`src/rtl/rns_pkg.sv`:
```
// Shared types and constants for the binary-to-residue forward converter
// over the moduli set {2^N-1, 2^N, 2^N+1, 2^(N+1)-1}.
package rns_pkg;

    typedef enum logic [1:0] {
        IDLE = 2'd0,
        RUN  = 2'd1,
        DONE = 2'd2
    } state_t;

    localparam int N_DEFAULT  = 8;
    localparam int NUM_CHUNKS = 5;

    function automatic int m1(input int n);
        return (1 << n) - 1;
    endfunction

    function automatic int m3(input int n);
        return (1 << n) + 1;
    endfunction

    function automatic int m4(input int n);
        return (1 << (n + 1)) - 1;
    endfunction

endpackage

```
`src/rtl/rns_eac_add.sv`:
```
// W-bit end-around-carry adder modulo 2^W-1; the all-ones redundant zero
// is folded to 0 so callers always see a canonical residue.
module rns_eac_add #(
    parameter int W = 8
) (
    input  logic [W-1:0] i_a,
    input  logic [W-1:0] i_b,
    output logic [W-1:0] o_sum
);

    logic [W:0]   w_raw;
    logic [W-1:0] w_wrap;

    always_comb begin
        w_raw  = {1'b0, i_a} + {1'b0, i_b};
        w_wrap = w_raw[W-1:0] + {{(W-1){1'b0}}, w_raw[W]};
        o_sum  = (&w_wrap) ? '0 : w_wrap;
    end

endmodule

```
`src/rtl/rns_fwd_conv.sv`:
```
// Serial forward converter: consumes X in N-bit chunks (MSB first) and runs
// one Horner accumulator per modulus channel, then holds the residues in DONE.
module rns_fwd_conv
    import rns_pkg::*;
#(
    parameter  int N  = N_DEFAULT,
    localparam int XW = 4 * N + 1
) (
    input  logic          clk,
    input  logic          rst_n,
    input  logic          in_valid,
    output logic          in_ready,
    input  logic [XW-1:0] x,
    output logic          out_valid,
    input  logic          out_ready,
    output logic [N-1:0]  r1,
    output logic [N-1:0]  r2,
    output logic [N:0]    r3,
    output logic [N:0]    r4
);

    localparam int          SW         = NUM_CHUNKS * N;
    localparam int          M3_INT     = m3(N);
    localparam logic [N+1:0] M3        = M3_INT[N+1:0];
    localparam logic [2:0]  LAST_CHUNK = 3'(NUM_CHUNKS - 1);

    state_t        r_state;
    state_t        w_next;
    logic [SW-1:0] r_shift;
    logic [2:0]    r_count;
    logic [N-1:0]  r_a1;
    logic [N:0]    r_a3;
    logic [N:0]    r_a4;
    logic [N-1:0]  r_r1;
    logic [N-1:0]  r_r2;
    logic [N:0]    r_r3;
    logic [N:0]    r_r4;

    logic          w_accept;
    logic          w_last;
    logic [N-1:0]  w_chunk;
    logic [N:0]    w_a4_rot;
    logic [N-1:0]  w_a1_next;
    logic [N:0]    w_a4_next;
    logic [N+1:0]  w_diff;
    logic [N+1:0]  w_diff_fix;
    logic [N:0]    w_a3_next;

    assign w_accept = in_valid && (r_state == IDLE);
    assign w_last   = (r_count == 3'd0);
    assign w_chunk  = r_shift[SW-1 -: N];
    // Right rotate by one is multiplication by 2^N modulo 2^(N+1)-1.
    assign w_a4_rot = {r_a4[0], r_a4[N:1]};

    rns_eac_add #(.W(N)) u_add_m1 (
        .i_a   (r_a1),
        .i_b   (w_chunk),
        .o_sum (w_a1_next)
    );

    rns_eac_add #(.W(N + 1)) u_add_m4 (
        .i_a   (w_a4_rot),
        .i_b   ({1'b0, w_chunk}),
        .o_sum (w_a4_next)
    );

    // Since 2^N is -1 modulo 2^N+1, each step is chunk minus accumulator.
    always_comb begin
        w_diff     = {2'b00, w_chunk} - {1'b0, r_a3};
        w_diff_fix = w_diff + M3;
        w_a3_next  = w_diff[N+1] ? w_diff_fix[N:0] : w_diff[N:0];
    end

    always_ff @(posedge clk) begin
        if (!rst_n) begin
            r_state <= IDLE;
        end else begin
            r_state <= w_next;
        end
    end

    always_comb begin
        w_next = r_state;
        case (r_state)
            IDLE:    if (w_accept)  w_next = RUN;
            RUN:     if (w_last)    w_next = DONE;
            DONE:    if (out_ready) w_next = IDLE;
            default: w_next = IDLE;
        endcase
    end

    always_comb begin
        in_ready  = (r_state == IDLE);
        out_valid = (r_state == DONE);
    end

    always_ff @(posedge clk) begin
        if (!rst_n) begin
            r_shift <= '0;
            r_count <= '0;
            r_a1    <= '0;
            r_a3    <= '0;
            r_a4    <= '0;
            r_r1    <= '0;
            r_r2    <= '0;
            r_r3    <= '0;
            r_r4    <= '0;
        end else if (w_accept) begin
            r_shift <= {{(SW-XW){1'b0}}, x};
            r_count <= LAST_CHUNK;
            r_a1    <= '0;
            r_a3    <= '0;
            r_a4    <= '0;
            r_r2    <= x[N-1:0];
        end else if (r_state == RUN) begin
            r_shift <= r_shift << N;
            r_a1    <= w_a1_next;
            r_a3    <= w_a3_next;
            r_a4    <= w_a4_next;
            if (w_last) begin
                r_r1 <= w_a1_next;
                r_r3 <= w_a3_next;
                r_r4 <= w_a4_next;
            end else begin
                r_count <= r_count - 3'd1;
            end
        end
    end

    assign r1 = r_r1;
    assign r2 = r_r2;
    assign r3 = r_r3;
    assign r4 = r_r4;

endmodule
```
`config.mk`:
```
export PLATFORM = sky130hd
export DESIGN_NAME = rns_fwd_conv
export DESIGN_NICKNAME = d
export VERILOG_FILES = /design/src/rtl/rns_pkg.sv /design/src/rtl/rns_eac_add.sv /design/src/rtl/rns_fwd_conv.sv
export SDC_FILE = /design/constraint.sdc
export NUM_CORES = 1
export LEC_CHECK = 0
export ABC_CLOCK_PERIOD_IN_PS = 6150
export BUFFER_PORTS_ARGS = -buffer_cell sky130_fd_sc_hd__buf_2
export CELL_PAD_IN_SITES_DETAIL_PLACEMENT = 0
export CELL_PAD_IN_SITES_GLOBAL_PLACEMENT = 1
export CORE_MARGIN = 2
export CORE_UTILIZATION = 40
export CTS_CLUSTER_DIAMETER = 150
export DETAILED_ROUTE_END_ITERATION = 12
export PLACE_DENSITY = 0.72
export SYNTH_ARGS = -nofsm -noshare
export SYNTH_HDL_FRONTEND = slang
export SYNTH_SLANG_ARGS = --single-unit
```
`constraint.sdc`:
```
create_clock -name clk -period 6.15 [get_ports clk]
set_clock_uncertainty 0.15 [all_clocks]
set_input_delay 0.3075 -clock clk [delete_from_list [all_inputs] [get_ports clk]]
set_output_delay 0.3075 -clock clk [all_outputs]
set_load 0.01 [all_outputs]
```
==> flow_summary.ini <==
[status]
status = finished, final reports clean

[critical_path]
end_kind = flip-flop
critPathTopFamily = compound AO/OA/AOI/OAI gates
required_ns = 6.25
max_stage_delay_ns = 0.57
cp_cell_sequence = ha_1 > a21o_1 > a22oi_1 > a21oi_1 > a21oi_1 > nor2b_1 > ha_1 > ha_1 > xor2_1 > or4b_1 > nor3_2 > nand3_2 > a32o_1
cp_max_fo = 16
cp.arrival_ns = 4.03
cp.buffers_inverters = 0
worstSetupPathType = reg -> reg
slowest_stage = or4b_1
start_kind = flip-flop
path_common_cell = ha_1

[grt]
overflow = 0
grt_pass1_wl_um = 22300
track_usage = 0.193
grt_max_degree = 60
antenna_found_initial = 1
grt_pass1_vias = 4481

[final_layout]
final_cell_mix = 105 x dfxtp_1, 84 x nand2_1, 72 x buf_2
diodes = 0
layout.cells.most_common = dfxtp_1
layout-drive-gt1-share = 0.173
fillers = 1378
layout.nets = 750
area_growth_pct = 14.7
stdcell_area_um2 = 6310
regArea_um2 = 2100
multi_input_area_um2 = 3210

[sta]
max-slew-margin-rel = 0.410
rsz0062_at_grt = no
slew_viol_final = 0
worst_slew_pin_slew_ns = 0.885
hold_violations = 0
finalSetupTns_ns = 0
timing.hold.ws_ns = 0.0522
fmax_ghz = 0.255
period_share = 0.639
setup_violations = 0
timing.final.ws_setup_ns = 2.22
min_period_ns = 3.93

[clock_tree]
cts_buffers = 9
ctsResizeCount = 0
cts_tree = built
post_cts_buffers = 0
cts_hold_buffers = 0
worst_skew_pair.late_latency_ns = 0.37
cts.clk_slew.worst_paths_ns = 0.08
clkSinkCount = 105
cts_buffer_depth = 2
cts_root_buf = clkbuf_16
h-tree-depth = 3

[die]
start_util = 0.412
die-area_um2 = 14700
io_pins = 73
die_h_um = 121
die_w_um = 121
fp.coreArea_um2 = 13300
row_count = 42

[power_and_ir_drop]
leakage_nw = 2.62
p_per_area_nw_per_um2 = 251
vdd_drop_max_v = 0.000161
p_total_w = 0.00159

[min_path]
hold_path.class = in -> reg

[drt]
drt-total-wl_um = 13900
via_per_inst = 5.39
wl_per_cell_um = 16.1
postRouteAntennaNets = 0
drt_iter0_drc = 237
first_pass_iters = 4
drc = 0
vias = 4638

[logic_synthesis]
synthArstFlopShare = 0
ys_warn_count = 0
synthesis.nets = 691
netlist_top_cells_area = dfxtp_1 38%, ha_1 7.0%, a21boi_0 5.7%
yosysTopAreaCell = dfxtp_1
synth_area_per_cell_um2 = 8.88
syn_inst = 620
synth-seq-cells = 105
syn_area_um2 = 5510
yosysTopAreaCellShare = 0.382
seq_area_frac_synth = 0.382
synth_edf_count = 0
synth_ff_type = dfxtp_1
post_synth_num_cell_types = 64

[placement]
post_dp_cell_area_um2 = 6020
port_buffers = 72
routabilityCongestion = 0.884
post-place-ws_ns = 2.24
hpwl_um = 10100

[job]
cap_violations = 0
-- final cells by class --
class,instances,share of cell area
clock buffer,9,0.0357
clock inverter,7,0.0109
inverter,21,0.0125
multi-input combinational,464,0.509
sequential,105,0.333
tap,176,0.0349
timing repair buffer,78,0.0642
-- synth_stat cells (3+ instances only) --
cell type	n
nor3_1	6
o21ai_0	27
or3_1	4
a21boi_0	42
a22o_1	22
nand3_1	5
nand2b_1	4
or2_2	6
nand4_1	5
and2_1	6
o21bai_1	3
dfxtp_1	105
xor2_1	8
a32o_1	8
a22oi_1	28
a211o_1	4
and3_1	4
nand2_1	84
a21o_1	5
nor3_2	3
nor2_1	31
a211oi_1	5
xnor2_1	24
inv_1	21
nor2b_1	10
fa_1	3
a21oi_1	34
o21a_1	11
ha_1	31
clkbuf_1	27
-- routing by layer --
metal / GRT usage / vias to the layer above / routed length [um]
li1: - / 2354 / -
met1: 0.256 / 2155 / 6700
met2: 0.307 / 110 / 6270
met3: 0.0484 / 17 / 631
met4: 0.0668 / 2 / 251
met5: 0 / - / 13
-- flip-flops by register name, summed over array words and instances (netlist names) --
register	cells
r_shift	40
r3	9
r4	9
r_a3	9
r_a4	9
r1	8
r2	8
r_a1	8
r_count	3
r_state	2
-- worst register-to-register path: cells and delay by family (launching register included) --
kind,cells,cell delay [ns]
and+or+nand+nor,4,1.07
DFF,1,0.53
adders and majority gates,3,0.80
AOI/OAI and AO/OA,5,1.08
xor gates and xnor gates,1,0.20
-- logic make-up after synthesis --
| family | count (synthesis) | share of synthesized area |
|---|---|---|
| muxes | 1 | 0.00182 |
| adders and majority gates | 34 | 0.0814 |
| buffers and inverters | 51 | 0.0361 |
| xor gates and xnor gates | 33 | 0.0550 |
| DFF | 105 | 0.382 |
| AOI/OAI and AO/OA | 212 | 0.280 |
| and+or+nand+nor | 184 | 0.164 |
-- power breakdown --
group	switching (W)	internal, W
sequential	0.0000212	0.000717
combinational	0.000167	0.000105
clock	0.000289	0.000287
-- through the flow --
stage               utilization  instances
finish                    0.473        860
global route              0.473        860
CTS                       0.473        860
detailed placement        0.451        844
global placement          0.451        844
floorplan                     -        620
-- path summary, 6_finish.rpt --
path | from | to | slack [ns] | cells past startpoint
worst max-delay path | r_shift[33] | r4[0] | 2.22 | 13
worst min-delay path | x[5] | r2[5] | 0.05 | 3
worst max register to register | r_shift[33] | r4[0] | 2.22 | 13
worst min register to register | r2[4] | r2[4] | 0.31 | 2
(Power assumes the default switching activity.)
